### src/rtl/piezo_sequencer_if.sv
// Memory-mapped CPU bus for the piezo note sequencer.
// Single-cycle Write/Read strobes, registered Ack with DataOut.
interface piezo_sequencer_if;
    logic        Addr;
    logic [31:0] DataIn;
    logic        Write;
    logic        Read;
    logic [31:0] DataOut;
    logic        Ack;

    modport master (
        output Addr, DataIn, Write, Read,
        input  DataOut, Ack
    );

    modport slave (
        input  Addr, DataIn, Write, Read,
        output DataOut, Ack
    );
endinterface

### src/rtl/piezo_sequencer.sv
// Note-queue sequencer feeding the piezo driver write/ack port.
// Optional replay mode is built when PIEZO_SEQ_LOOP_EN is defined.
module piezo_sequencer #(
    parameter int DEPTH    = 8,
    parameter int TICK_DIV = 100000
) (
    input  logic             clock,
    input  logic             reset,
    piezo_sequencer_if.slave bus,
    output logic [24:0]      Piezo_Data,
    output logic             Piezo_Write,
    input  logic             Piezo_Ack
);
    localparam int PW = $clog2(DEPTH);
    localparam int CW = PW + 1;
    localparam int TW = $clog2(TICK_DIV);
    localparam logic [TW-1:0] TICK_MAX = TW'(TICK_DIV - 1);
    localparam logic [CW-1:0] FULL_CNT = CW'(DEPTH);

    typedef enum logic [2:0] {
        S_IDLE, S_CHECK, S_WAIT,
        S_PLAY, S_STOP, S_SACK
    } state_t;

    state_t        state;
    logic [31:0]   mem [DEPTH];
    logic [PW-1:0] wptr;
    logic [PW-1:0] rptr;
    logic [CW-1:0] count;
    logic          overflow;
    logic          rd_clr;
    logic          armed;
    logic          flush_pend;
    logic          loop_q;
    logic [23:0]   cur_hp;
    logic [7:0]    cur_dur;
    logic [TW-1:0] tick;

    logic          full;
    logic          empty;
    logic          busy;
    logic          note_wr;
    logic          ctl_wr;
    logic          flush;
    logic          push;
    logic          pop;
    logic          repush;
    logic          tick_wrap;
    logic [31:0]   head;
    logic [31:0]   status;
    logic [7:0]    count8;

    // Bus decode, FIFO flags and the pop decision for this cycle
    always_comb begin
        full      = (count == FULL_CNT);
        empty     = (count == '0);
        busy      = (state != S_IDLE);
        note_wr   = bus.Write && !bus.Addr;
        ctl_wr    = bus.Write && bus.Addr;
        flush     = ctl_wr && bus.DataIn[0];
        push      = note_wr && !full;
        head      = mem[rptr];
        tick_wrap = (tick == TICK_MAX);
        count8    = 8'(count);
        pop = !flush && !empty &&
              ((state == S_IDLE) ||
               (state == S_CHECK && cur_dur == 8'd0) ||
               (state == S_PLAY && tick_wrap &&
                cur_dur == 8'd1));
        repush = pop && loop_q;
`ifdef PIEZO_SEQ_LOOP_EN
        status = {15'b0, count8, 4'b0, loop_q,
                  overflow, busy, full, empty};
`else
        status = {16'b0, count8, 4'b0,
                  overflow, busy, full, empty};
`endif
    end

`ifdef PIEZO_SEQ_LOOP_EN
    // Replay mode: set by control bit 1, dropped by flush
    always_ff @(posedge clock) begin
        if (reset) begin
            loop_q <= 1'b0;
        end else if (flush) begin
            loop_q <= 1'b0;
        end else if (ctl_wr && bus.DataIn[1]) begin
            loop_q <= 1'b1;
        end
    end
`else
    assign loop_q = 1'b0;
`endif

    // Note storage: replayed head lands first, bus note after it
    always_ff @(posedge clock) begin
        if (!reset && !flush) begin
            if (repush) begin
                mem[wptr] <= head;
            end
            if (push) begin
                mem[wptr + PW'(repush)] <= bus.DataIn;
            end
        end
    end

    // FIFO pointers and occupancy
    always_ff @(posedge clock) begin
        if (reset || flush) begin
            wptr  <= '0;
            rptr  <= '0;
            count <= '0;
        end else begin
            wptr  <= wptr + PW'(repush) + PW'(push);
            rptr  <= rptr + PW'(pop);
            count <= count + CW'(repush) + CW'(push)
                     - CW'(pop);
        end
    end

    // Bus acknowledge, read data and sticky overflow
    always_ff @(posedge clock) begin
        if (reset) begin
            bus.Ack     <= 1'b0;
            bus.DataOut <= '0;
            rd_clr      <= 1'b0;
            overflow    <= 1'b0;
        end else begin
            bus.Ack <= bus.Write | bus.Read;
            if (bus.Read) begin
                bus.DataOut <= bus.Addr ? status : '0;
            end
            rd_clr <= bus.Read && bus.Addr;
            if (note_wr && full) begin
                overflow <= 1'b1;
            end else if ((ctl_wr && bus.DataIn[2]) || rd_clr) begin
                overflow <= 1'b0;
            end
        end
    end

    // Playback sequencer driving the piezo write/ack port
    always_ff @(posedge clock) begin
        if (reset) begin
            state       <= S_IDLE;
            Piezo_Data  <= '0;
            Piezo_Write <= 1'b0;
            cur_hp      <= '0;
            cur_dur     <= '0;
            tick        <= '0;
            armed       <= 1'b0;
            flush_pend  <= 1'b0;
        end else begin
            Piezo_Write <= 1'b0;
            unique case (state)
                S_IDLE: begin
                    if (flush) begin
                        state <= S_STOP;
                    end else if (pop) begin
                        state <= S_CHECK;
                    end
                end
                S_CHECK: begin
                    if (flush) begin
                        state <= S_STOP;
                    end else if (cur_dur == 8'd0) begin
                        if (pop) begin
                            state <= S_CHECK;
                        end else if (armed) begin
                            state <= S_STOP;
                        end else begin
                            state <= S_IDLE;
                        end
                    end else begin
                        Piezo_Data  <= {|cur_hp, cur_hp};
                        Piezo_Write <= 1'b1;
                        armed       <= 1'b1;
                        state       <= S_WAIT;
                    end
                end
                S_WAIT: begin
                    if (flush) begin
                        flush_pend <= 1'b1;
                    end
                    if (Piezo_Ack) begin
                        tick       <= '0;
                        flush_pend <= 1'b0;
                        state <= (flush || flush_pend) ?
                                 S_STOP : S_PLAY;
                    end
                end
                S_PLAY: begin
                    if (flush) begin
                        state <= S_STOP;
                    end else begin
                        tick <= tick_wrap ? '0 : tick + TW'(1);
                        if (tick_wrap) begin
                            cur_dur <= cur_dur - 8'd1;
                            if (cur_dur == 8'd1) begin
                                state <= pop ? S_CHECK : S_STOP;
                            end
                        end
                    end
                end
                S_STOP: begin
                    Piezo_Data  <= '0;
                    Piezo_Write <= 1'b1;
                    armed       <= 1'b0;
                    state       <= S_SACK;
                end
                S_SACK: begin
                    if (Piezo_Ack) begin
                        state <= S_IDLE;
                    end
                end
                default: state <= S_IDLE;
            endcase
            if (pop) begin
                cur_hp  <= head[23:0];
                cur_dur <= head[31:24];
            end
        end
    end
endmodule

### src/flat_wrapper.sv
// flat-port wrapper written by rule: the top's interface ports become plain ports
module piezo_sequencer_flat 
#(
    parameter int DEPTH    = 8,
    parameter int TICK_DIV = 100000
)
  (clock, reset, Piezo_Data, Piezo_Write, Piezo_Ack, bus_Addr, bus_DataIn, bus_Write, bus_Read, bus_DataOut, bus_Ack);
  piezo_sequencer_if bus_i ();
  input  logic clock;
  input  logic reset;
  output logic [24:0] Piezo_Data;
  output logic Piezo_Write;
  input  logic Piezo_Ack;
  input wire logic [$bits(bus_i.Addr)-1:0] bus_Addr;
  input wire logic [$bits(bus_i.DataIn)-1:0] bus_DataIn;
  input wire logic [$bits(bus_i.Write)-1:0] bus_Write;
  input wire logic [$bits(bus_i.Read)-1:0] bus_Read;
  output wire logic [$bits(bus_i.DataOut)-1:0] bus_DataOut;
  output wire logic [$bits(bus_i.Ack)-1:0] bus_Ack;
  assign bus_i.Addr = bus_Addr;
  assign bus_i.DataIn = bus_DataIn;
  assign bus_i.Write = bus_Write;
  assign bus_i.Read = bus_Read;
  assign bus_DataOut = bus_i.DataOut;
  assign bus_Ack = bus_i.Ack;
  piezo_sequencer #(.DEPTH(DEPTH), .TICK_DIV(TICK_DIV)) u_core (.clock(clock), .reset(reset), .bus(bus_i), .Piezo_Data(Piezo_Data), .Piezo_Write(Piezo_Write), .Piezo_Ack(Piezo_Ack));
endmodule
### config.mk
export PLATFORM = sky130hd
export DESIGN_NAME = piezo_sequencer_flat
export DESIGN_NICKNAME = d
export VERILOG_FILES = /design/src/rtl/piezo_sequencer_if.sv /design/src/rtl/piezo_sequencer.sv /design/src/flat_wrapper.sv
export SDC_FILE = /design/constraint.sdc
export NUM_CORES = 1
export LEC_CHECK = 0
export ABC_AREA = 1
export CORE_MARGIN = 1.5
export CORE_UTILIZATION = 30
export CTS_BUF_LIST = sky130_fd_sc_hd__clkbuf_8
export DETAILED_ROUTE_END_ITERATION = 12
export GPL_TIMING_DRIVEN = 1
export PLACE_DENSITY = 0.57
export SYNTH_ARGS = -nofsm -noshare
export SYNTH_HDL_FRONTEND = slang
export SYNTH_SLANG_ARGS = --single-unit
### constraint.sdc
create_clock -name clock -period 8.1 [get_ports clock]
set_clock_uncertainty 0.2 [all_clocks]
set_input_delay 1.62 -clock clock [delete_from_list [all_inputs] [get_ports clock]]
set_output_delay 1.62 -clock clock [all_outputs]
set_load 0.03 [all_outputs]
==> metrics.log, run 1 <==
INFO  metric status = finished clean
INFO  metric drt_iter0_drcs = 739
INFO  metric number_of_nets_at_the_end_of_the_flow = 1559
INFO  metric pwr_density_cell = 286.6 mW/mm²
INFO  metric clk_path_buf_depth = 3
INFO  metric synth.top_cell.area_share = 52.45%
INFO  metric start_util = 30.57%
INFO  metric max-slew-margin-rel = 32.90%
INFO  metric cp_max_fo = 38
INFO  metric drt_pre_antenna_iters = 5
INFO  metric ir_worst_vdd = 123.6 µV
INFO  metric number_of_h_tree_branching_levels = 2
INFO  metric grt_max_degree = 91
INFO  metric root_buffer = sky130_fd_sc_hd__clkbuf_8
INFO  metric core_area = 0.04795 mm²
INFO  metric multi_input_area = 0.004335 mm²
INFO  metric avgViaCountPerCell = 4.655
INFO  metric critical_path.startpoint_type = input port
INFO  metric cts-hold-fix-buffers = 0
INFO  metric tritoncts = built
INFO  metric worst_skew_pair.late_latency = 610 ps
INFO  metric grt_antenna_before_repair = 4
INFO  metric timing.critical_path.arrival = 5240 ps
INFO  metric core.rowCount = 80
INFO  metric antenna_nets_post_route = 0
INFO  metric post_drt_wl_per_cell = 16.38 µm
INFO  metric critical_path_data_required_time = 8380 ps
INFO  metric report.final.setup_viol = 0
INFO  metric yosys.cell_count.top_type = sky130_fd_sc_hd__nand2_1
INFO  metric path_class = in2reg
INFO  metric syn_avg_cell_area = 10.26 µm²
INFO  metric wire_length_of_the_first_global_routing_pass = 55940 µm
INFO  metric pin_count = 97
INFO  metric cts-resized-gates = 0
INFO  metric syn-cell-area = 0.01466 mm²
INFO  metric cpPeakStageDelay = 720 ps
INFO  metric p_leak = 6.211 nW
INFO  metric critPathMostFrequentCell = sky130_fd_sc_hd__inv_1
INFO  metric clock_sink_count = 357
INFO  metric drcViolationCount = 0
INFO  metric count_of_placed_standard_cells_in_the_final_layout_fillers_left_out = 2168
INFO  metric post-route-min-period = 4965 ps
INFO  metric synth-async-reset-ratio = 0%
INFO  metric die_area = 0.05019 mm²
INFO  metric count_of_flip_flops_with_a_built_in_enable_after_synthesis = 256
INFO  metric grt_usage = 14.28%
INFO  metric cts_post_setup_buffers_inserted = 0
INFO  metric synthesis.yosys.warnings = 0
INFO  metric dpl_worst_slack = 2528 ps
INFO  metric post_synth_inst_count = 1428
INFO  metric fin_ws = 3135 ps
INFO  metric regArea = 0.009714 mm²
INFO  metric synth_largest_area_cell = sky130_fd_sc_hd__edfxtp_1
INFO  metric synth_area_leaders = sky130_fd_sc_hd__edfxtp_1 (52%), sky130_fd_sc_hd__dfxtp_1 (14%), sky130_fd_sc_hd__nand2_1 (10%)
INFO  metric hold_path_class = reg2reg
INFO  metric synth_seq_area_share = 66.25%
INFO  metric global_route.usage.met2 = 22.62%
INFO  metric finalHoldWorstSlack = 261.9 ps
INFO  metric use_met1 = 19.90%
INFO  metric detailed_route_via_count = 10092
INFO  metric groute.layer.met3.usage = 2.715%
INFO  metric grt.busiest_layer = met2
INFO  metric chipHeight = 224.0 µm
INFO  metric cts_inserted_buffers = 59
INFO  metric fp.dieW = 224.0 µm
INFO  metric timing.setup.tns = 0 ps
INFO  metric cap_viol_max_count = 0
INFO  metric setup_repair_after_global_routing_missed_its_margin = false
INFO  metric worstMarginPinSlew = 1005 ps
INFO  metric via_count_of_the_first_global_routing_pass = 9952
INFO  metric synth-seq-cells = 357
INFO  metric final_max_slew_viol_count = 0
INFO  metric yosys_most_used_dff = sky130_fd_sc_hd__edfxtp_1
INFO  metric synth_cell_type_count = 46
INFO  metric max_freq = 0.2014 GHz
INFO  metric crit_path_end_kind = register
INFO  metric yosys-top-cells-count = sky130_fd_sc_hd__nand2_1 (390), sky130_fd_sc_hd__edfxtp_1 (256), sky130_fd_sc_hd__nand3_1 (189)
INFO  metric timing_hold_violations_final = 0
INFO  metric fillers = 4738
INFO  metric syn_to_final_growth = 16.19%
INFO  metric clk_pin_slew_worst_paths = 60 ps
INFO  metric place_inst = 2060
INFO  metric globalRouteOverflowTotal = 0
INFO  metric routed_wl = 35510 µm
INFO  metric placement.io_buffers = 72
INFO  metric dpl.hpwl = 20570 µm
INFO  metric ratio_of_cells_with_drive_above_1_in_the_final_layout = 8.119%
INFO  metric period_share = 61.30%
INFO  metric crit_path_max_delay_cell_type = sky130_fd_sc_hd__clkdlybuf4s50_1
INFO  metric place.gp.congestion = 0.7874
INFO  metric cp_cell_sequence = clkdlybuf4s50_1 -> nand3_1 -> inv_1 -> nor2_4 -> nand4_1 -> nand2_1 -> nand2_2 -> inv_2 -> ha_1 -> inv_1 -> ha_1 -> inv_1 -> fa_1 -> xor2_1 -> nor2_1
[per-layer routing]
| layer | wire (µm) | part of all wire [%] |
|---|---|---|
| met1 | 16730 | 47 |
| met5 | 13 | 0.037 |
| met3 | 2240 | 6.3 |
| met4 | 723 | 2.0 |
| met2 | 15800 | 44 |
[path summary, 6_finish.rpt]
| check | startpoint | to | slack, ps | depth (start not counted) |
|---|---|---|---|---|
| min reg2reg | u_core.Piezo_Data[10]$_SDFFE_PP0P_ | u_core.Piezo_Data[10]$_SDFFE_PP0P_ | 260 | 2 |
| min | u_core.Piezo_Data[10]$_SDFFE_PP0P_ | u_core.Piezo_Data[10]$_SDFFE_PP0P_ | 260 | 2 |
| max | bus_DataIn[0] | u_core.count[2]$_SDFF_PP0_ | 3130 | 15 |
| max reg2reg | u_core.cur_dur[0]$_SDFFE_PP0P_ | u_core.count[2]$_SDFF_PP0_ | 4210 | 16 |
[critical path: cells and delay by family]
| family | cells | cell delay [ps] |
|---|---|---|
| xor gates and xnor gates | 1 | 150 |
| adders and majority gates | 3 | 960 |
| buffers and inverters | 5 | 1450 |
| and+or+nand+nor | 6 | 1050 |
[cell type report]
type                    instances  area share, %
flip-flops and latches        357          57.05
multi-input cells             930          25.46
clock buffers                  65          5.253
repair buffers                 88          4.938
well taps                     615          4.519
inverters                      70          1.565
clock inverters                42          1.205
diodes                          1        0.01470
[layout by cell type, fill, tap and decap left out, types with 2 or more instances in the layout]
cell                              instances
sky130_fd_sc_hd__nand2_1                390
sky130_fd_sc_hd__o21ai_0                 50
sky130_fd_sc_hd__a22o_1                   2
sky130_fd_sc_hd__nor3_2                   2
sky130_fd_sc_hd__xor2_1                   5
sky130_fd_sc_hd__o21ai_1                 12
sky130_fd_sc_hd__nor3_1                  12
sky130_fd_sc_hd__o211ai_1                 2
sky130_fd_sc_hd__inv_6                    2
sky130_fd_sc_hd__conb_1                  24
sky130_fd_sc_hd__inv_2                    5
sky130_fd_sc_hd__clkbuf_8                65
sky130_fd_sc_hd__nand2_2                  3
sky130_fd_sc_hd__nor2_1                 114
sky130_fd_sc_hd__dfxtp_1                 99
sky130_fd_sc_hd__edfxtp_1               256
sky130_fd_sc_hd__clkinv_2                 6
sky130_fd_sc_hd__nor4_1                   9
sky130_fd_sc_hd__nor2_2                   4
sky130_fd_sc_hd__buf_4                   16
sky130_fd_sc_hd__a21oi_1                 53
sky130_fd_sc_hd__nand3_1                189
sky130_fd_sc_hd__xnor2_1                  3
sky130_fd_sc_hd__clkdlybuf4s50_1         72
sky130_fd_sc_hd__or2_2                    3
sky130_fd_sc_hd__a31oi_1                  4
sky130_fd_sc_hd__nand4_1                  5
sky130_fd_sc_hd__ha_1                    14
sky130_fd_sc_hd__a32o_1                   3
sky130_fd_sc_hd__clkinv_1                 8
sky130_fd_sc_hd__o22ai_1                  4
sky130_fd_sc_hd__nor2_4                  11
sky130_fd_sc_hd__inv_1                   88
[where the power goes]
part | internal (mW) | switching, mW | total [mW] | leakage, nW
logic | 0.380 | 0.849 | 1.23 | 2.42
clock network | 0.766 | 0.708 | 1.47 | 0.664
registers | 2.07 | 0.106 | 2.18 | 3.13
total | 3.22 | 1.66 | 4.88 | 6.21
[stage by stage]
step | util (%) | power [mW] | cell area (µm²)
global route | 35.51 | 5.187 | 17030
global placement | 33.22 | 3.430 | 15930
floorplan | - | 3.107 | 14740
CTS | 35.51 | 4.936 | 17030
detailed placement | 33.22 | 3.445 | 15930
finish | 35.52 | 4.881 | 17030
[kinds of logic after synthesis]
family                     share of synthesized area [%]
AOI/OAI and AO/OA                                  5.003
xor gates and xnor gates                          0.4781
adders and majority gates                          1.332
buffers and inverters                              5.173
DFF                                                66.25
other                                            0.02559
and+or+nand+nor                                    21.74
[sequential cells by signal (all words and copies together), names as in the netlist]
name / cells
u_core.mem: 256
u_core.Piezo_Data: 25
u_core.cur_hp: 24
u_core.tick: 17
u_core.bus.DataOut: 8
u_core.cur_dur: 8
u_core.count: 4
u_core.rptr: 3
u_core.state: 3
u_core.wptr: 3
u_core.Piezo_Write: 1
u_core.armed: 1
u_core.bus.Ack: 1
u_core.flush_pend: 1
u_core.overflow: 1
u_core.rd_clr: 1
No activity file was read; power rests on OpenSTA's default activity.
==> run 2: changes to the inputs <==
Settings changed: PLACE_DENSITY 0.57 to 0.59.
Clock period 8.1 ns to 4.11 ns, I/O delays scaled along.
==> metrics.log, run 2 (synthesis results as in run 1) <==
INFO  metric dpl.hpwl = 21630 µm (+5.1%)
INFO  metric wire_length_on_met3 = 2203 µm (-1.7%)
INFO  metric highest_metal_used = met5
INFO  metric place.gp.congestion = 0.8412 (+6.8%)
INFO  metric worst_skew_pair.late_latency = 620 ps (about the same)
INFO  metric cp_max_fo = 6 (-84%)
INFO  metric timing.setup.tns = 0 ps (unchanged)
INFO  metric dpl_worst_slack = 527.8 ps (-2000 ps)
INFO  metric largest_reg_flops = 256 (unchanged)
INFO  metric biggestRegsByFlops = u_core.mem (256), u_core.Piezo_Data (25), u_core.cur_hp (24)
INFO  metric fp.dieW = 224.0 µm (unchanged)
INFO  metric post-route-min-period = 2980 ps
INFO  metric num_antenna_cells = 0 (-1)
INFO  metric clock_sink_count = 357 (unchanged)
INFO  metric detailed_route_via_count = 10081 (-0.11%)
INFO  metric biggest_register = u_core.mem
INFO  metric avgViaCountPerCell = 4.616 (-0.84%)
INFO  metric crit_buf_inv = 5 (unchanged)
INFO  metric die_area = 0.05019 mm² (unchanged)
INFO  metric max_freq = 0.3356 GHz
INFO  metric grt_max_degree = 132 (+45%)
INFO  metric syn_to_final_growth = 18.01%
INFO  metric cts_post_setup_buffers_inserted = 0 (unchanged)
INFO  metric worstMarginPinSlew = 800.7 ps (-204.7 ps)
INFO  metric antenna_nets_post_route = 0 (unchanged)
INFO  metric status = finished clean
INFO  metric period_share = 72.50%
INFO  metric timing.critical_path.arrival = 3270 ps (-1970 ps)
INFO  metric postLayoutCoreUtil = 36.08% (+0.56 points)
INFO  metric path_class = in2reg
INFO  metric ir_worst_vdd = 244.4 µV (+98%)
INFO  metric finalHoldWorstSlack = 262.1 ps (+0.2170 ps)
INFO  metric critPathTopFamily = buffers and inverters
INFO  metric cts-resized-gates = 0 (unchanged)
INFO  metric fin_ws = 1130 ps (-2005 ps)
INFO  metric pwr_density_cell = 561.1 mW/mm² (+96%)
INFO  metric postLayoutCellArea = 0.01730 mm² (+1.6%)
INFO  metric critical_path.startpoint_type = input port
INFO  metric final_max_slew_viol_count = 0 (unchanged)
INFO  metric place_inst = 2076 (+0.78%)
INFO  metric clk_pin_slew_worst_paths = 60 ps (about the same)
INFO  metric grt_antenna_before_repair = 3 (-1)
INFO  metric critPathMostFrequentCell = sky130_fd_sc_hd__inv_1
INFO  metric root_buffer = sky130_fd_sc_hd__clkbuf_8
INFO  metric drt_pre_antenna_iters = 5 (unchanged)
INFO  metric cp_cell_sequence = clkdlybuf4s50_1 -> nand3_1 -> inv_1 -> nor2_4 -> nand4_1 -> nand2_1 -> nand2_2 -> inv_2 -> ha_1 -> inv_1 -> ha_1 -> inv_1 -> fa_1 -> xor2_1 -> nor2_1
INFO  metric postPlaceCellArea = 0.01615 mm² (+1.4%)
INFO  metric wl_met1 = 16080 µm (-3.9%)
INFO  metric ratio_of_cells_with_drive_above_1_in_the_final_layout = 9.560% (+1.4 points)
INFO  metric cts_inserted_buffers = 58 (-1.7%)
INFO  metric report.final.setup_viol = 0 (unchanged)
INFO  metric number_of_nets_at_the_end_of_the_flow = 1574 (+0.96%)
INFO  metric layout_commonest_cell = sky130_fd_sc_hd__nand2_1
INFO  metric routed_wl = 34880 µm (-1.8%)
INFO  metric pin_count = 97 (unchanged)
INFO  metric totalPowerFinal = 9.705 mW (+99%)
INFO  metric wl_met2 = 16010 µm (+1.3%)
INFO  metric cap_viol_max_count = 0 (unchanged)
INFO  metric number_of_h_tree_branching_levels = 2 (unchanged)
INFO  metric via_count_of_the_first_global_routing_pass = 9855 (-0.97%)
INFO  metric drcViolationCount = 0 (unchanged)
INFO  metric core.rowCount = 80 (unchanged)
INFO  metric clk_path_buf_depth = 3 (unchanged)
INFO  metric setup_repair_after_global_routing_missed_its_margin = false
INFO  metric layout_common_cells = sky130_fd_sc_hd__nand2_1 (390), sky130_fd_sc_hd__edfxtp_1 (256), sky130_fd_sc_hd__nand3_1 (189), sky130_fd_sc_hd__nor2_1 (114), sky130_fd_sc_hd__dfxtp_1 (99)
INFO  metric max-slew-margin-rel = 46.62% (+14 points)
INFO  metric hold_path_class = reg2reg
INFO  metric p_leak = 6.301 nW (+1.4%)
INFO  metric timing_hold_violations_final = 0 (unchanged)
INFO  metric cpPeakStageDelay = 550 ps (-170 ps)
INFO  metric crit_path_max_delay_cell_type = sky130_fd_sc_hd__clkdlybuf4s50_1
INFO  metric start_util = 30.57% (unchanged)
INFO  metric globalRouteOverflowTotal = 0 (unchanged)
INFO  metric placement.io_buffers = 72 (unchanged)
INFO  metric tritoncts = built
INFO  metric count_of_placed_standard_cells_in_the_final_layout_fillers_left_out = 2184 (+0.74%)
INFO  metric wire_length_of_the_first_global_routing_pass = 54680 µm (-2.3%)
INFO  metric post_drt_wl_per_cell = 15.97 µm (-2.5%)
INFO  metric core_area = 0.04795 mm² (unchanged)
INFO  metric chipHeight = 224.0 µm (unchanged)
INFO  metric critical_path_data_required_time = 4400 ps (-3980 ps)
INFO  metric drt_iter0_drcs = 774 (+4.7%)
INFO  metric grt_usage = 13.81% (-0.47 points)
INFO  metric crit_path_end_kind = register
INFO  metric cts-hold-fix-buffers = 0 (unchanged)
[run 2: cell count changes in the layout (fill, tap and decap cells not counted), moves of 2 or more]
cell                         change
sky130_fd_sc_hd__buf_12          +8
sky130_fd_sc_hd__buf_4           +8
sky130_fd_sc_hd__clkinv_1        +4
sky130_fd_sc_hd__inv_1          -11
sky130_fd_sc_hd__clkinvlp_4      +2
sky130_fd_sc_hd__clkinv_2        +6
sky130_fd_sc_hd__inv_6           -2
[run 2: where the power goes]
part	leakage, nW	switching, mW	internal (mW)
combinational	2.52	1.69	0.783
clock	0.649	1.39	1.58
sequential	3.13	0.172	4.08
total	6.30	3.25	6.45
[run 2: area by class of cell]
type / count / area [µm²]
clock buffers: 65 / 894.6
well taps: 615 / 769.5
multi-input cells: 930 / 4335
clock inverters: 43 / 255.2
repair buffers: 104 / 1061
inverters: 70 / 266.5
fillers: 4738 / 30650
flip-flops and latches: 357 / 9714
[run 2: tightest hold or removal path, stage by stage, from the launching register on]
cell and delay, ps:
sky130_fd_sc_hd__dfxtp_1 310, sky130_fd_sc_hd__nand2_1 60, sky130_fd_sc_hd__a21oi_1 50
[run 2: final timing paths]
path	from	endpoint	slack, ps	cells after the start
setup / recovery	bus_Addr	u_core.count[2]$_SDFF_PP0_	1130	15
setup reg to reg	u_core.tick[0]$_SDFFE_PP0P_	u_core.count[2]$_SDFF_PP0_	1240	14
hold / removal	u_core.Piezo_Data[4]$_SDFFE_PP0P_	u_core.Piezo_Data[4]$_SDFFE_PP0P_	260	2
hold reg to reg	u_core.Piezo_Data[4]$_SDFFE_PP0P_	u_core.Piezo_Data[4]$_SDFFE_PP0P_	260	2
[run 2: per-layer routing]
metal,global-route usage (%),vias up
met1,18.74,4726
met3,2.794,58
met2,22.42,266
met5,0,-
met4,3.705,6
li1,-,5025
